### config.mk
export PLATFORM = sky130hd
export DESIGN_NAME = pe_noc_interface_flat
export DESIGN_NICKNAME = d
export VERILOG_FILES = /design/src/rtl/noc_pkg.sv /design/src/rtl/pe_noc_interface_if.sv /design/src/rtl/noc_tx_fifo.sv /design/src/rtl/pe_noc_interface.sv /design/src/flat_wrapper.sv
export SDC_FILE = /design/constraint.sdc
export NUM_CORES = 1
export LEC_CHECK = 0
export ABC_AREA = 1
export CAP_MARGIN = 30
export CORE_MARGIN = 4
export CORE_UTILIZATION = 53
export CTS_CLUSTER_SIZE = 25
export DETAILED_ROUTE_END_ITERATION = 16
export GPL_TIMING_DRIVEN = 0
export PLACE_DENSITY = 0.8
export SLEW_MARGIN = 10
export SYNTH_ARGS = -nofsm -noshare
export SYNTH_HDL_FRONTEND = slang
export SYNTH_SLANG_ARGS = --single-unit
### constraint.sdc
create_clock -name i_sclk -period 8.94 [get_ports i_sclk]
set_input_delay 1.788 -clock i_sclk [delete_from_list [all_inputs] [get_ports i_sclk]]
set_output_delay 1.788 -clock i_sclk [all_outputs]
set_load 0.05 [all_outputs]
### src/rtl/noc_pkg.sv
// Shared flit layout and helpers for the PE <-> NoC leaf interface.
package noc_pkg;

    localparam int unsigned FLIT_W    = 32;
    localparam int unsigned ADDR_MSB  = 31;
    localparam int unsigned ADDR_LSB  = 24;
    localparam int unsigned ADDR_W    = ADDR_MSB - ADDR_LSB + 1;
    localparam int unsigned PAYLOAD_W = 24;

    // One network flit: destination header on top of the payload.
    typedef struct packed {
        logic [ADDR_W-1:0]    dest;
        logic [PAYLOAD_W-1:0] payload;
    } flit_t;

    function automatic flit_t make_flit(input logic [ADDR_W-1:0] dest,
                                        input logic [PAYLOAD_W-1:0] payload);
        flit_t f;
        f.dest    = dest;
        f.payload = payload;
        return f;
    endfunction

    function automatic logic [ADDR_W-1:0] flit_dest(input flit_t flit);
        return flit.dest;
    endfunction

endpackage

### src/rtl/pe_noc_interface_if.sv
// Handshake/bus bundle between the PE, the NoC switch port and this interface.
interface pe_noc_interface_if;
    import noc_pkg::*;

    // PE transmit side
    logic [PAYLOAD_W-1:0] i_pe_data;
    logic [ADDR_W-1:0]    i_pe_dest;
    logic                 i_pe_valid;
    logic                 o_pe_ready;
    // switch input port (flits leaving the PE)
    logic [FLIT_W-1:0]    o_data;
    logic                 o_data_valid;
    logic                 i_data_ready;
    // switch output port (flits arriving at the PE)
    logic [FLIT_W-1:0]    i_data;
    logic                 i_data_valid;
    logic                 o_data_ready;
    // PE receive side
    logic [PAYLOAD_W-1:0] o_pe_data;
    logic                 o_pe_valid;
    logic                 i_pe_ready;

    // Network interface view
    modport slave (
        input  i_pe_data, i_pe_dest, i_pe_valid,
        output o_pe_ready,
        output o_data, o_data_valid,
        input  i_data_ready,
        input  i_data, i_data_valid,
        output o_data_ready,
        output o_pe_data, o_pe_valid,
        input  i_pe_ready
    );

    // PE + switch environment view
    modport master (
        output i_pe_data, i_pe_dest, i_pe_valid,
        input  o_pe_ready,
        input  o_data, o_data_valid,
        output i_data_ready,
        output i_data, i_data_valid,
        input  o_data_ready,
        input  o_pe_data, o_pe_valid,
        output i_pe_ready
    );

endinterface

### src/rtl/noc_tx_fifo.sv
// First-word-fall-through FIFO with valid/ready on both sides; no full bypass.
module noc_tx_fifo #(
    parameter int unsigned Width = 32,
    parameter int unsigned Depth = 4
) (
    input  logic             i_sclk,
    input  logic             i_reset,
    input  logic [Width-1:0] i_wr_data,
    input  logic             i_wr_valid,
    output logic             o_wr_ready,
    output logic [Width-1:0] o_rd_data,
    output logic             o_rd_valid,
    input  logic             i_rd_ready
);

    localparam int unsigned AW = (Depth > 1) ? $clog2(Depth) : 1;
    localparam int unsigned PW = AW + 1;

    logic [Width-1:0] mem [Depth];
    logic [PW-1:0]    wr_ptr;
    logic [PW-1:0]    rd_ptr;
    logic             full;
    logic             empty;
    logic             push;
    logic             pop;

    // Extra pointer MSB tells a full ring from an empty one.
    assign empty      = (wr_ptr == rd_ptr);
    assign full       = (wr_ptr[AW] != rd_ptr[AW]) && (wr_ptr[AW-1:0] == rd_ptr[AW-1:0]);
    assign o_wr_ready = !full && !i_reset;
    assign push       = i_wr_valid && o_wr_ready;
    assign o_rd_valid = !empty;
    assign pop        = o_rd_valid && i_rd_ready;
    assign o_rd_data  = mem[rd_ptr[AW-1:0]];

    // Pointer update; both wrap modulo 2*Depth.
    always_ff @(posedge i_sclk or posedge i_reset) begin
        if (i_reset) begin
            wr_ptr <= '0;
            rd_ptr <= '0;
        end else begin
            if (push) wr_ptr <= wr_ptr + PW'(1);
            if (pop)  rd_ptr <= rd_ptr + PW'(1);
        end
    end

    // Storage, cleared so the head reads as zero out of reset.
    always_ff @(posedge i_sclk or posedge i_reset) begin
        if (i_reset) begin
            for (int i = 0; i < int'(Depth); i++) mem[i] <= '0;
        end else if (push) begin
            mem[wr_ptr[AW-1:0]] <= i_wr_data;
        end
    end

endmodule

### src/rtl/pe_noc_interface.sv
// PE <-> NoC leaf network interface: TX packing FIFO, RX address filter, statistics.
module pe_noc_interface
    import noc_pkg::*;
#(
    parameter int unsigned DataWidth = FLIT_W,
    parameter int unsigned MyAddr    = 0,
    parameter int unsigned TxDepth   = 4,
    parameter int unsigned CntWidth  = 16
) (
    input  logic                i_sclk,
    input  logic                i_reset,
    pe_noc_interface_if.slave   bus,
    output logic [CntWidth-1:0] o_tx_count,
    output logic [CntWidth-1:0] o_rx_count,
    output logic [CntWidth-1:0] o_drop_count
);

    flit_t                tx_flit;
    logic [DataWidth-1:0] fifo_head;
    flit_t                rx_flit;
    logic                 rx_valid;
    logic [PAYLOAD_W-1:0] rx_data;
    logic                 rx_accept;
    logic                 rx_hit;
    logic                 rx_consume;
    logic                 tx_event;
    logic                 drop_event;

    function automatic logic [CntWidth-1:0] sat_inc(input logic [CntWidth-1:0] v);
        return (&v) ? v : v + CntWidth'(1);
    endfunction

    // TX: pack header + payload and queue towards the switch.
    assign tx_flit = make_flit(bus.i_pe_dest, bus.i_pe_data);

    noc_tx_fifo #(
        .Width (DataWidth),
        .Depth (TxDepth)
    ) u_tx_fifo (
        .i_sclk     (i_sclk),
        .i_reset    (i_reset),
        .i_wr_data  (DataWidth'(tx_flit)),
        .i_wr_valid (bus.i_pe_valid),
        .o_wr_ready (bus.o_pe_ready),
        .o_rd_data  (fifo_head),
        .o_rd_valid (bus.o_data_valid),
        .i_rd_ready (bus.i_data_ready)
    );

    assign bus.o_data = FLIT_W'(fifo_head);
    assign tx_event   = bus.o_data_valid && bus.i_data_ready;

    // RX: single-entry skid-free register, refillable while being drained.
    assign rx_flit          = flit_t'(bus.i_data);
    assign bus.o_data_ready = (!rx_valid || bus.i_pe_ready) && !i_reset;
    assign rx_accept        = bus.i_data_valid && bus.o_data_ready;
    assign rx_hit           = (flit_dest(rx_flit) == ADDR_W'(MyAddr));
    assign rx_consume       = rx_valid && bus.i_pe_ready;
    assign drop_event       = rx_accept && !rx_hit;
    assign bus.o_pe_valid   = rx_valid;
    assign bus.o_pe_data    = rx_data;

    // RX output register: reload on a matching flit, otherwise clear on consume.
    always_ff @(posedge i_sclk or posedge i_reset) begin
        if (i_reset) begin
            rx_valid <= 1'b0;
            rx_data  <= '0;
        end else if (rx_accept && rx_hit) begin
            rx_valid <= 1'b1;
            rx_data  <= rx_flit.payload;
        end else if (rx_consume) begin
            rx_valid <= 1'b0;
        end
    end

    // Saturating event counters, each updated independently.
    always_ff @(posedge i_sclk or posedge i_reset) begin
        if (i_reset) begin
            o_tx_count   <= '0;
            o_rx_count   <= '0;
            o_drop_count <= '0;
        end else begin
            if (tx_event)   o_tx_count   <= sat_inc(o_tx_count);
            if (rx_consume) o_rx_count   <= sat_inc(o_rx_count);
            if (drop_event) o_drop_count <= sat_inc(o_drop_count);
        end
    end

endmodule

### src/flat_wrapper.sv
// flat-port wrapper written by rule: the top's interface ports become plain ports
module pe_noc_interface_flat import noc_pkg::*;
#(
    parameter int unsigned DataWidth = FLIT_W,
    parameter int unsigned MyAddr    = 0,
    parameter int unsigned TxDepth   = 4,
    parameter int unsigned CntWidth  = 16
)
  (i_sclk, i_reset, o_tx_count, o_rx_count, o_drop_count, bus_i_pe_data, bus_i_pe_dest, bus_i_pe_valid, bus_o_pe_ready, bus_o_data, bus_o_data_valid, bus_i_data_ready, bus_i_data, bus_i_data_valid, bus_o_data_ready, bus_o_pe_data, bus_o_pe_valid, bus_i_pe_ready);
  pe_noc_interface_if bus_i ();
  input  logic i_sclk;
  input  logic i_reset;
  output logic [CntWidth-1:0] o_tx_count;
  output logic [CntWidth-1:0] o_rx_count;
  output logic [CntWidth-1:0] o_drop_count;
  input wire logic [$bits(bus_i.i_pe_data)-1:0] bus_i_pe_data;
  input wire logic [$bits(bus_i.i_pe_dest)-1:0] bus_i_pe_dest;
  input wire logic [$bits(bus_i.i_pe_valid)-1:0] bus_i_pe_valid;
  output wire logic [$bits(bus_i.o_pe_ready)-1:0] bus_o_pe_ready;
  output wire logic [$bits(bus_i.o_data)-1:0] bus_o_data;
  output wire logic [$bits(bus_i.o_data_valid)-1:0] bus_o_data_valid;
  input wire logic [$bits(bus_i.i_data_ready)-1:0] bus_i_data_ready;
  input wire logic [$bits(bus_i.i_data)-1:0] bus_i_data;
  input wire logic [$bits(bus_i.i_data_valid)-1:0] bus_i_data_valid;
  output wire logic [$bits(bus_i.o_data_ready)-1:0] bus_o_data_ready;
  output wire logic [$bits(bus_i.o_pe_data)-1:0] bus_o_pe_data;
  output wire logic [$bits(bus_i.o_pe_valid)-1:0] bus_o_pe_valid;
  input wire logic [$bits(bus_i.i_pe_ready)-1:0] bus_i_pe_ready;
  assign bus_i.i_pe_data = bus_i_pe_data;
  assign bus_i.i_pe_dest = bus_i_pe_dest;
  assign bus_i.i_pe_valid = bus_i_pe_valid;
  assign bus_o_pe_ready = bus_i.o_pe_ready;
  assign bus_o_data = bus_i.o_data;
  assign bus_o_data_valid = bus_i.o_data_valid;
  assign bus_i.i_data_ready = bus_i_data_ready;
  assign bus_i.i_data = bus_i_data;
  assign bus_i.i_data_valid = bus_i_data_valid;
  assign bus_o_data_ready = bus_i.o_data_ready;
  assign bus_o_pe_data = bus_i.o_pe_data;
  assign bus_o_pe_valid = bus_i.o_pe_valid;
  assign bus_i.i_pe_ready = bus_i_pe_ready;
  pe_noc_interface #(.DataWidth(DataWidth), .MyAddr(MyAddr), .TxDepth(TxDepth), .CntWidth(CntWidth)) u_core (.i_sclk(i_sclk), .i_reset(i_reset), .bus(bus_i), .o_tx_count(o_tx_count), .o_rx_count(o_rx_count), .o_drop_count(o_drop_count));
endmodule
==> results.sh, run 1 <==
export IMPL_crit_required_ps=7150
export IMPL_r2r_end="u_core.u_tx_fifo.mem[107]"
export IMPL_die_h_um=145
export IMPL_port_buffers=177
export IMPL_die_area_um2=21000
export IMPL_yosys_warnings=0
export IMPL_finalSetupViolCount=0
export IMPL_slew_headroom_pct=59.3
export IMPL_start_kind="input port"
export IMPL_grt_pass1_vias=9004
export IMPL_synth_distinct_cells=24
export IMPL_cap_violations=0
export IMPL_clk_path_buf_depth=3
export IMPL_drt_iter0_drc=701
export IMPL_drc_errors=0
export IMPL_use_met2_pct=42.7
export IMPL_rr_worst_depth=8
export IMPL_synthAdderAreaFrac_pct=1.01
export IMPL_dr_pass1_iters=7
export IMPL_finalWirelength_um=27000
export IMPL_synth_main_ff_cell="dfrtp_1"
export IMPL_rsz0062_at_grt="false"
export IMPL_nets=1578
export IMPL_p_comb_share_pct=45.0
export IMPL_routabilityCongestion=0.868
export IMPL_netlist_instances=1295
export IMPL_gr_usage_met1_pct=35.6
export IMPL_sw_frac_of_total_pct=43.1
export IMPL_cpPeakStageDelay_ps=800
export IMPL_status="finished clean"
export IMPL_synthTopCellsByArea="dfrtp_1 52%, nand2_1 24%, nor2_1 4.5%"
export IMPL_crit_path_top_delay_cell="clkdlybuf4s50_1"
export IMPL_area_growth_pct=29.5
export IMPL_hold_violations=0
export IMPL_synthTopCellsByCount="647 x nand2_1, 207 x dfrtp_1, 118 x nor2_1, 74 x o21ai_0, 50 x nand3_1"
export IMPL_post_drt_wl_per_cell_um=15.5
export IMPL_grt_pass1_wl_um=44200
export IMPL_internal_power_mw=2.50
export IMPL_finalCriticalPeriod_ps=6260
export IMPL_final_period_utilization_pct=70.0
export IMPL_cp_arrival_ps=4470
export IMPL_hold_slack_ps=466
export IMPL_synth_top_cell_area_share_pct=52.2
export IMPL_h_tree_depth=1
export IMPL_yosysSeqAreaShare_pct=52.2
export IMPL_via_per_inst=5.32
export IMPL_skew_ps=6.58
export IMPL_netlist_area_um2=9920
export IMPL_place_inst=1703
export IMPL_path_max_fanout=85
export IMPL_synth_nets=1373
export IMPL_crit_buf_inv=6
export IMPL_critPathKind="input port to primary output"
export IMPL_p_per_area_nw_per_um2=342
export IMPL_initial_core_util_pct=54.5
export IMPL_power_switching_mw=1.89
export IMPL_synthXorXnorAreaFrac_pct=3.27
export IMPL_detail_route_antenna_nets=0
export IMPL_grt_met3_usage_pct=4.17
export IMPL_max_vdd_ir_drop_mv=0.334
export IMPL_place_hpwl_um=18100
export IMPL_grt_use_total_pct=26.0
export IMPL_io_pins=178
export IMPL_r2r_start="u_core.u_tx_fifo.rd_ptr[1]"
export IMPL_p_clk_share_pct=22.5
export IMPL_synth_enable_flop_cells=0
export IMPL_pwr_share_seq_pct=32.5
export IMPL_hp_class="flop to flop"
export IMPL_antenna_found_initial=0
export IMPL_synthArstFlopShare_pct=100
export IMPL_busiest_layer="met2"
export IMPL_cp_cell_sequence="clkdlybuf4s50_1 -> inv_8 -> buf_16 -> buf_16 -> nand2_1 -> inv_1 -> clkdlybuf4s50_1"
export IMPL_synth_simple_gate_area_share_pct=33.3
export IMPL_hold_depth=2
export IMPL_cts_sinks=207
export IMPL_hp_start="u_core.bus.o_pe_data[10]"
export IMPL_tightest_slew_ps=611
export IMPL_fp_dieW_um=145
export IMPL_hold_buffers=0
export IMPL_ctsResizeCount=0
export IMPL_fin_cells=1745
export IMPL_hold_path_end="u_core.bus.o_pe_data[10]"
export IMPL_path_clk_slew_ps=50
export IMPL_synth_top_family_by_area="simple AND/OR/NAND/NOR gates"
export IMPL_crit_family="buffers and inverters"
export IMPL_postCtsSetupBuffers=0
export IMPL_synth_seq_cells=207
export IMPL_cts_inserted_buffers=24
export IMPL_synth_mux_area_fraction_pct=0
export IMPL_cts_root_buffer="clkbuf_16"
export IMPL_grt_ovfl_total=0
export IMPL_synth_compound_area_share_pct=5.98
export IMPL_drive_gt1_share_pct=4.49
export IMPL_n_antenna_cell=0
export IMPL_rows=49
export IMPL_end_kind="primary output"
export IMPL_power_leakage_nw=6.29
export IMPL_r2r_slack_ps=6850
export IMPL_timing_fmax_mhz=160
export IMPL_vias=9290
export IMPL_finalMaxSlewViolations=0
export IMPL_core_area_um2=18200
export IMPL_post_synth_top_count_cell="nand2_1"
export IMPL_avgSynthCellArea_um2=7.66
export IMPL_grt_max_degree=86
export IMPL_yosysTopAreaCell="dfrtp_1"
export IMPL_cts_tree="built"
export IMPL_clk_latency_ps=500
## tightest hold or removal path, delay by kind of cell, from the launching register on
family / cells / cell delay [ps]
flops: 1 / 340
simple gates: 2 / 100
## worst max path at each step
stage                           to     from  slack [ps]  depth (start not counted)
global placement    bus_o_pe_ready  i_reset       -2480                          5
CTS                 bus_o_pe_ready  i_reset        2620                          7
detailed placement  bus_o_pe_ready  i_reset        2620                          7
floorplan           bus_o_pe_ready  i_reset         340                          3
global route        bus_o_pe_ready  i_reset        2470                          7
finish              bus_o_pe_ready  i_reset        2680                          7
## metal layers
layer / share of wire (%) / wire [um] / vias up
met4: 3.0 / 816 / 0
met5: 0 / 0 / -
met2: 47 / 12800 / 360
met1: 43 / 11500 / 4393
met3: 7.1 / 1930 / 68
li1: - / - / 4469
## per-stage QoR
step	setup WS, ps	TNS [ps]	power, mW	cell area [um2]	utilization (%)
after global placement	-2480	-553910	3.35	12000	65.8
after global routing	2470	0	4.64	12800	70.5
final	2680	0	4.39	12800	70.5
after floorplan	337	0	2.74	9920	-
after CTS	2620	0	4.41	12800	70.5
after detailed placement	2620	0	3.39	12000	66.1
## layout make-up
type,instances,area [um2]
Clock buffer,37,731
Fill cell,1485,5360
Tap cell,229,287
Multi-Input combinational cell,992,4320
Sequential cell,207,5180
Clock inverter,5,75.1
Buffer,56,267
Timing Repair Buffer,179,1830
Inverter,40,158
## power groups by stage
stage | Sequential, mW | Clock, mW | Combinational, mW
finish | 1.43 | 0.990 | 1.98
global route | 1.46 | 1.05 | 2.14
CTS | 1.42 | 1.01 | 1.98
detailed placement | 1.43 | 0 | 1.97
global placement | 1.42 | 0 | 1.93
floorplan | 1.47 | 0 | 1.27
## state kept, by name, indices dropped and copies added, names as in the netlist
signal                   cells
u_core.o_drop_count         16
u_core.bus.o_pe_data        24
u_core.u_tx_fifo.wr_ptr      3
u_core.u_tx_fifo.mem       128
u_core.o_tx_count           16
u_core.bus.o_pe_valid        1
u_core.u_tx_fifo.rd_ptr      3
u_core.o_rx_count           16
## cell usage in the layout (no fill, tap or decap), types with 2 or more instances in the layout
cell type / count
bufinv_16: 2
o21ai_2: 2
buf_16: 2
ha_1: 8
dfrtp_1: 207
nand3_1: 50
clkbuf_8: 6
o22ai_1: 32
xnor2_1: 26
inv_1: 37
clkbuf_1: 45
buf_4: 14
nor2_4: 5
inv_2: 2
clkinv_2: 3
buf_2: 3
clkdlybuf4s50_1: 177
nor2_1: 118
nand2_1: 647
nand4_1: 9
xor2_1: 11
o21ai_0: 74
nor3_1: 4
clkbuf_16: 25
## cell families after synthesis
family,Yosys count
compound gates,109
xor+xnor,37
buf+inv,96
flops,207
fa+ha+maj,8
simple gates,838
(Power assumes the default switching activity.)
==> inputs of run 2 (changes only) <==
clock period = 6.46 ns   (was 8.94 ns; I/O delays follow)
==> run 2 against run 1 <==
Sequential share of layout area is the same. Highest routed layer unchanged. First-iteration DRC count fell by 20%. Combinational power rose by 38%. Count of clock-buffer cells in the layout down 6. Critical endpoint unchanged. Register-to-register slack worse by 2500 ps. Die area unchanged.
==> results.sh, run 2 (synthesis results as in run 1) <==
export IMPL_p_comb_share_pct=45.6
export IMPL_area_growth_pct=29.5
export IMPL_cap_violations=0
export IMPL_hold_slack_ps=467
export IMPL_start_kind="input port"
export IMPL_r2r_start="u_core.u_tx_fifo.rd_ptr[1]"
export IMPL_initial_core_util_pct=54.5
export IMPL_status="finished clean"
export IMPL_path_clk_slew_ps=60
export IMPL_sw_frac_of_total_pct=43.8
export IMPL_routabilityCongestion=0.866
export IMPL_power_leakage_nw=6.28
export IMPL_grt_max_degree=38
export IMPL_finalCriticalPeriod_ps=5090
export IMPL_nets=1581
export IMPL_grt_ovfl_total=0
export IMPL_port_buffers=177
export IMPL_hp_start="u_core.bus.o_pe_data[2]"
export IMPL_die_area_um2=21000
export IMPL_finalSetupViolCount=0
export IMPL_post_drt_wl_per_cell_um=15.5
export IMPL_ctsResizeCount=0
export IMPL_fin_cells=1749
export IMPL_p_total_mw=6.00
export IMPL_hold_violations=0
export IMPL_place_hpwl_um=18900
export IMPL_core_area_um2=18200
export IMPL_fin_ws_ps=1370
export IMPL_grt_use_total_pct=26.4
export IMPL_hold_depth=2
export IMPL_antenna_found_initial=0
export IMPL_clk_latency_ps=510
export IMPL_crit_required_ps=5170
export IMPL_final_cell_mix="647 x nand2_1, 207 x dfrtp_1, 177 x clkdlybuf4s50_1"
export IMPL_vias=9200
export IMPL_timing_fmax_mhz=196
export IMPL_p_per_area_nw_per_um2=467
export IMPL_p_clk_share_pct=21.4
export IMPL_pwr_share_seq_pct=33.0
export IMPL_fp_dieW_um=145
export IMPL_hp_class="flop to flop"
export IMPL_path_max_fanout=37
export IMPL_cts_root_buffer="clkbuf_16"
export IMPL_power_switching_mw=2.62
export IMPL_hold_buffers=0
export IMPL_max_vdd_ir_drop_mv=0.428
export IMPL_n_antenna_cell=0
export IMPL_skew_ps=16.1
export IMPL_finalMaxSlewViolations=0
export IMPL_slew_headroom_pct=58.9
export IMPL_postCtsSetupBuffers=0
export IMPL_rsz0062_at_grt="false"
export IMPL_cts_sinks=207
export IMPL_regMostFlops="u_core.u_tx_fifo.mem"
export IMPL_cts_tree="built"
export IMPL_rr_worst_depth=8
export IMPL_internal_power_mw=3.37
export IMPL_end_kind="primary output"
export IMPL_critPathKind="input port to primary output"
export IMPL_final_common_cell="nand2_1"
export IMPL_r2r_end="u_core.u_tx_fifo.mem[8]"
export IMPL_largest_reg_flops=128
export IMPL_clk_path_buf_depth=3
export IMPL_grt_pass1_wl_um=45000
export IMPL_dr_pass1_iters=5
export IMPL_tightest_slew_ps=617
export IMPL_die_h_um=145
export IMPL_preCtsSetupSlack_ps=1310
export IMPL_drc_errors=0
export IMPL_r2r_slack_ps=4370
export IMPL_drive_gt1_share_pct=4.74
export IMPL_io_pins=178
export IMPL_finalWirelength_um=27100
export IMPL_place_inst=1707
export IMPL_final_period_utilization_pct=78.8
export IMPL_cts_inserted_buffers=23
export IMPL_via_per_inst=5.26
export IMPL_grt_pass1_vias=9032
export IMPL_h_tree_depth=1
export IMPL_cp_arrival_ps=3800
export IMPL_detail_route_antenna_nets=0
export IMPL_rows=49
export IMPL_drt_iter0_drc=561
export IMPL_hold_path_end="u_core.bus.o_pe_data[2]"
run 2: final cells by class:
cell class | instances | area (um2)
Multi-Input combinational cell | 992 | 4320
Buffer | 56 | 267
Tap cell | 229 | 287
Timing Repair Buffer | 183 | 1900
Sequential cell | 207 | 5180
Fill cell | 1509 | 5360
Clock inverter | 11 | 111
Inverter | 40 | 154
Clock buffer | 31 | 626
run 2: through the flow:
| step | utilization (%) | instance area (um2) | TNS (ps) |
|---|---|---|---|
| 4_1_cts | 70.5 | 12800 | 0 |
| 2_1_floorplan | - | 9920 | 0 |
| 3_5_place_dp | 66.5 | 12100 | 0 |
| 6_report | 70.5 | 12800 | 0 |
| 5_1_grt | 70.5 | 12800 | 0 |
| 3_3_place_gp | 65.8 | 12000 | -222840 |
run 2: power groups by stage:
stage	Combinational, mW	Clock, mW	Sequential, mW
after floorplan	1.76	0	2.03
after global placement	2.67	0	1.97
after detailed placement	2.72	0	1.98
after CTS	2.74	1.30	1.97
after global routing	2.97	1.36	2.03
final	2.73	1.29	1.98
run 2: per-layer routing:
metal  up-vias  part of all wire (%)  global-route usage [%]
met2       321                    48                    42.5
met4         0                   2.4                    8.35
met5         -                     0                       0
met1      4345                    43                    37.7
met3        48                   6.3                    3.25
li1       4486                     -                       -
run 2: worst max path at each step:
stage	startpoint	end	slack, ps	cells after the start
finish	i_reset	bus_o_pe_ready	1370	7
global route	i_reset	bus_o_pe_ready	1120	7
CTS	i_reset	bus_o_pe_ready	1310	7
detailed placement	i_reset	bus_o_pe_ready	1310	7
global placement	i_reset	bus_o_pe_ready	-2040	5
floorplan	i_reset	bus_o_pe_ready	350	3
run 2: worst max-delay path, stage by stage:
cell and delay, ps:
clkdlybuf4s50_1 530, clkinvlp_4 510, buf_12 400, buf_12 200, nand2_1 80, inv_1 60, clkdlybuf4s50_1 700
==> inputs of run 3 (changes only) <==
clock period = 5.05 ns   (was 6.46 ns; I/O delays follow)
==> run 3 against run 2 <==
First-iteration DRC count increased by 29%. Clock skew decreased by 8.5 ps. Critical endpoint unchanged. Largest cell class unchanged. Die area unchanged. Critical path type unchanged.
==> results.sh, run 3 (synthesis results as in run 1) <==
export IMPL_status="finished clean"
export IMPL_postCtsSetupBuffers=0
export IMPL_hold_violations=0
export IMPL_p_clk_share_pct=21.4
export IMPL_start_kind="input port"
export IMPL_vias=9280
export IMPL_slew_headroom_pct=58.5
export IMPL_critPathKind="input port to primary output"
export IMPL_max_vdd_ir_drop_mv=0.366
export IMPL_drt_iter0_drc=723
export IMPL_p_per_area_nw_per_um2=599
export IMPL_cts_sinks=207
export IMPL_fp_dieW_um=145
export IMPL_n_antenna_cell=0
export IMPL_grt_pass1_wl_um=44900
export IMPL_core_area_um2=18200
export IMPL_path_max_fanout=38
export IMPL_path_clk_slew_ps=60
export IMPL_end_kind="primary output"
export IMPL_internal_power_mw=4.34
export IMPL_area_growth_pct=29.7
export IMPL_place_hpwl_um=18800
export IMPL_finalCriticalPeriod_ps=4600
export IMPL_hold_buffers=0
export IMPL_grt_use_total_pct=26.2
export IMPL_nets=1580
export IMPL_largest_reg_flops=128
export IMPL_die_area_um2=21000
export IMPL_final_cell_mix="647 x nand2_1, 207 x dfrtp_1, 177 x clkdlybuf4s50_1"
export IMPL_detail_route_antenna_nets=0
export IMPL_fin_ws_ps=450
export IMPL_cts_inserted_buffers=22
export IMPL_port_buffers=177
export IMPL_h_tree_depth=1
export IMPL_pwr_share_seq_pct=32.9
export IMPL_initial_core_util_pct=54.5
export IMPL_grt_max_degree=39
export IMPL_regMostFlops="u_core.u_tx_fifo.mem"
export IMPL_grt_ovfl_total=0
export IMPL_skew_ps=7.65
export IMPL_tightest_slew_ps=622
export IMPL_sw_frac_of_total_pct=43.7
export IMPL_power_leakage_nw=6.31
export IMPL_io_pins=178
export IMPL_post_drt_wl_per_cell_um=15.7
export IMPL_r2r_slack_ps=2990
export IMPL_via_per_inst=5.32
export IMPL_cts_tree="built"
export IMPL_finalSetupViolCount=0
export IMPL_finalWirelength_um=27400
export IMPL_preCtsSetupSlack_ps=398
export IMPL_rsz0062_at_grt="false"
export IMPL_cts_root_buffer="clkbuf_16"
export IMPL_dr_pass1_iters=5
export IMPL_drc_errors=0
export IMPL_p_comb_share_pct=45.8
export IMPL_final_period_utilization_pct=91.1
export IMPL_cp_arrival_ps=3590
export IMPL_hp_class="flop to flop"
export IMPL_hold_slack_ps=468
export IMPL_routabilityCongestion=0.865
export IMPL_clk_path_buf_depth=3
export IMPL_ctsResizeCount=0
export IMPL_grt_pass1_vias=9180
export IMPL_crit_required_ps=4040
export IMPL_final_common_cell="nand2_1"
export IMPL_antenna_found_initial=0
export IMPL_power_switching_mw=3.37
export IMPL_rows=49
export IMPL_finalMaxSlewViolations=0
export IMPL_die_h_um=145
export IMPL_timing_fmax_mhz=217
export IMPL_drive_gt1_share_pct=5.41
export IMPL_cap_violations=0
export IMPL_clk_latency_ps=500
run 3: metrics by stage:
| step | instances | power [mW] | util [%] | area [um2] | setup TNS [ps] |
|---|---|---|---|---|---|
| floorplan | 1295 | 4.86 | - | 9950 | -31580 |
| global placement | 1701 | 5.95 | 65.9 | 12000 | -441570 |
| detailed placement | 1707 | 6.05 | 66.6 | 12100 | 0 |
| CTS | 1746 | 7.72 | 70.7 | 12900 | 0 |
| global route | 1746 | 8.14 | 70.7 | 12900 | 0 |
| finish | 1746 | 7.71 | 70.7 | 12900 | 0 |
run 3: critical path, cell delays in order:
cell and delay [ps]:
clkdlybuf4s50_1 520, clkinvlp_4 470, buf_12 360, buf_12 180, buf_12 190, nand2_1 80
inv_1 40, clkdlybuf4s50_1 700
run 3: path summary, 6_finish.rpt:
path | startpoint | end | cells after the start
setup / recovery | i_reset | bus_o_pe_ready | 8
hold / removal | u_core.bus.o_pe_data[2] | u_core.bus.o_pe_data[2] | 2
setup reg to reg | u_core.u_tx_fifo.rd_ptr[1] | u_core.u_tx_fifo.mem[14] | 8
hold reg to reg | u_core.bus.o_pe_data[2] | u_core.bus.o_pe_data[2] | 2
max in group asynchronous | i_reset | u_core.u_tx_fifo.mem[111] | 6
min in group asynchronous | i_reset | u_core.bus.o_pe_valid | 2
run 3: power by group through the flow:
stage                     registers (mW)  logic, mW  clock network, mW
after global placement              2.52       3.43                  0
after floorplan                     2.60       2.26                  0
final                               2.53       3.53               1.65
after detailed placement            2.54       3.51                  0
after global routing                2.60       3.81               1.73
after CTS                           2.52       3.53               1.66
run 3: metal layers:
layer  GRT usage, %  wire (um)
met1           34.8      11500
met2           43.9      13400
met5              0          0
met3           5.09       1770
met4           8.00        795
run 3: area by class of cell:
type / instances / area (um2)
Clock inverter: 8 / 92.6
Timing Repair Buffer: 183 / 1890
Multi-Input combinational cell: 992 / 4320
Tap cell: 229 / 287
Clock buffer: 31 / 646
Fill cell: 1455 / 5340
Sequential cell: 207 / 5180
Buffer: 56 / 292
Inverter: 40 / 154
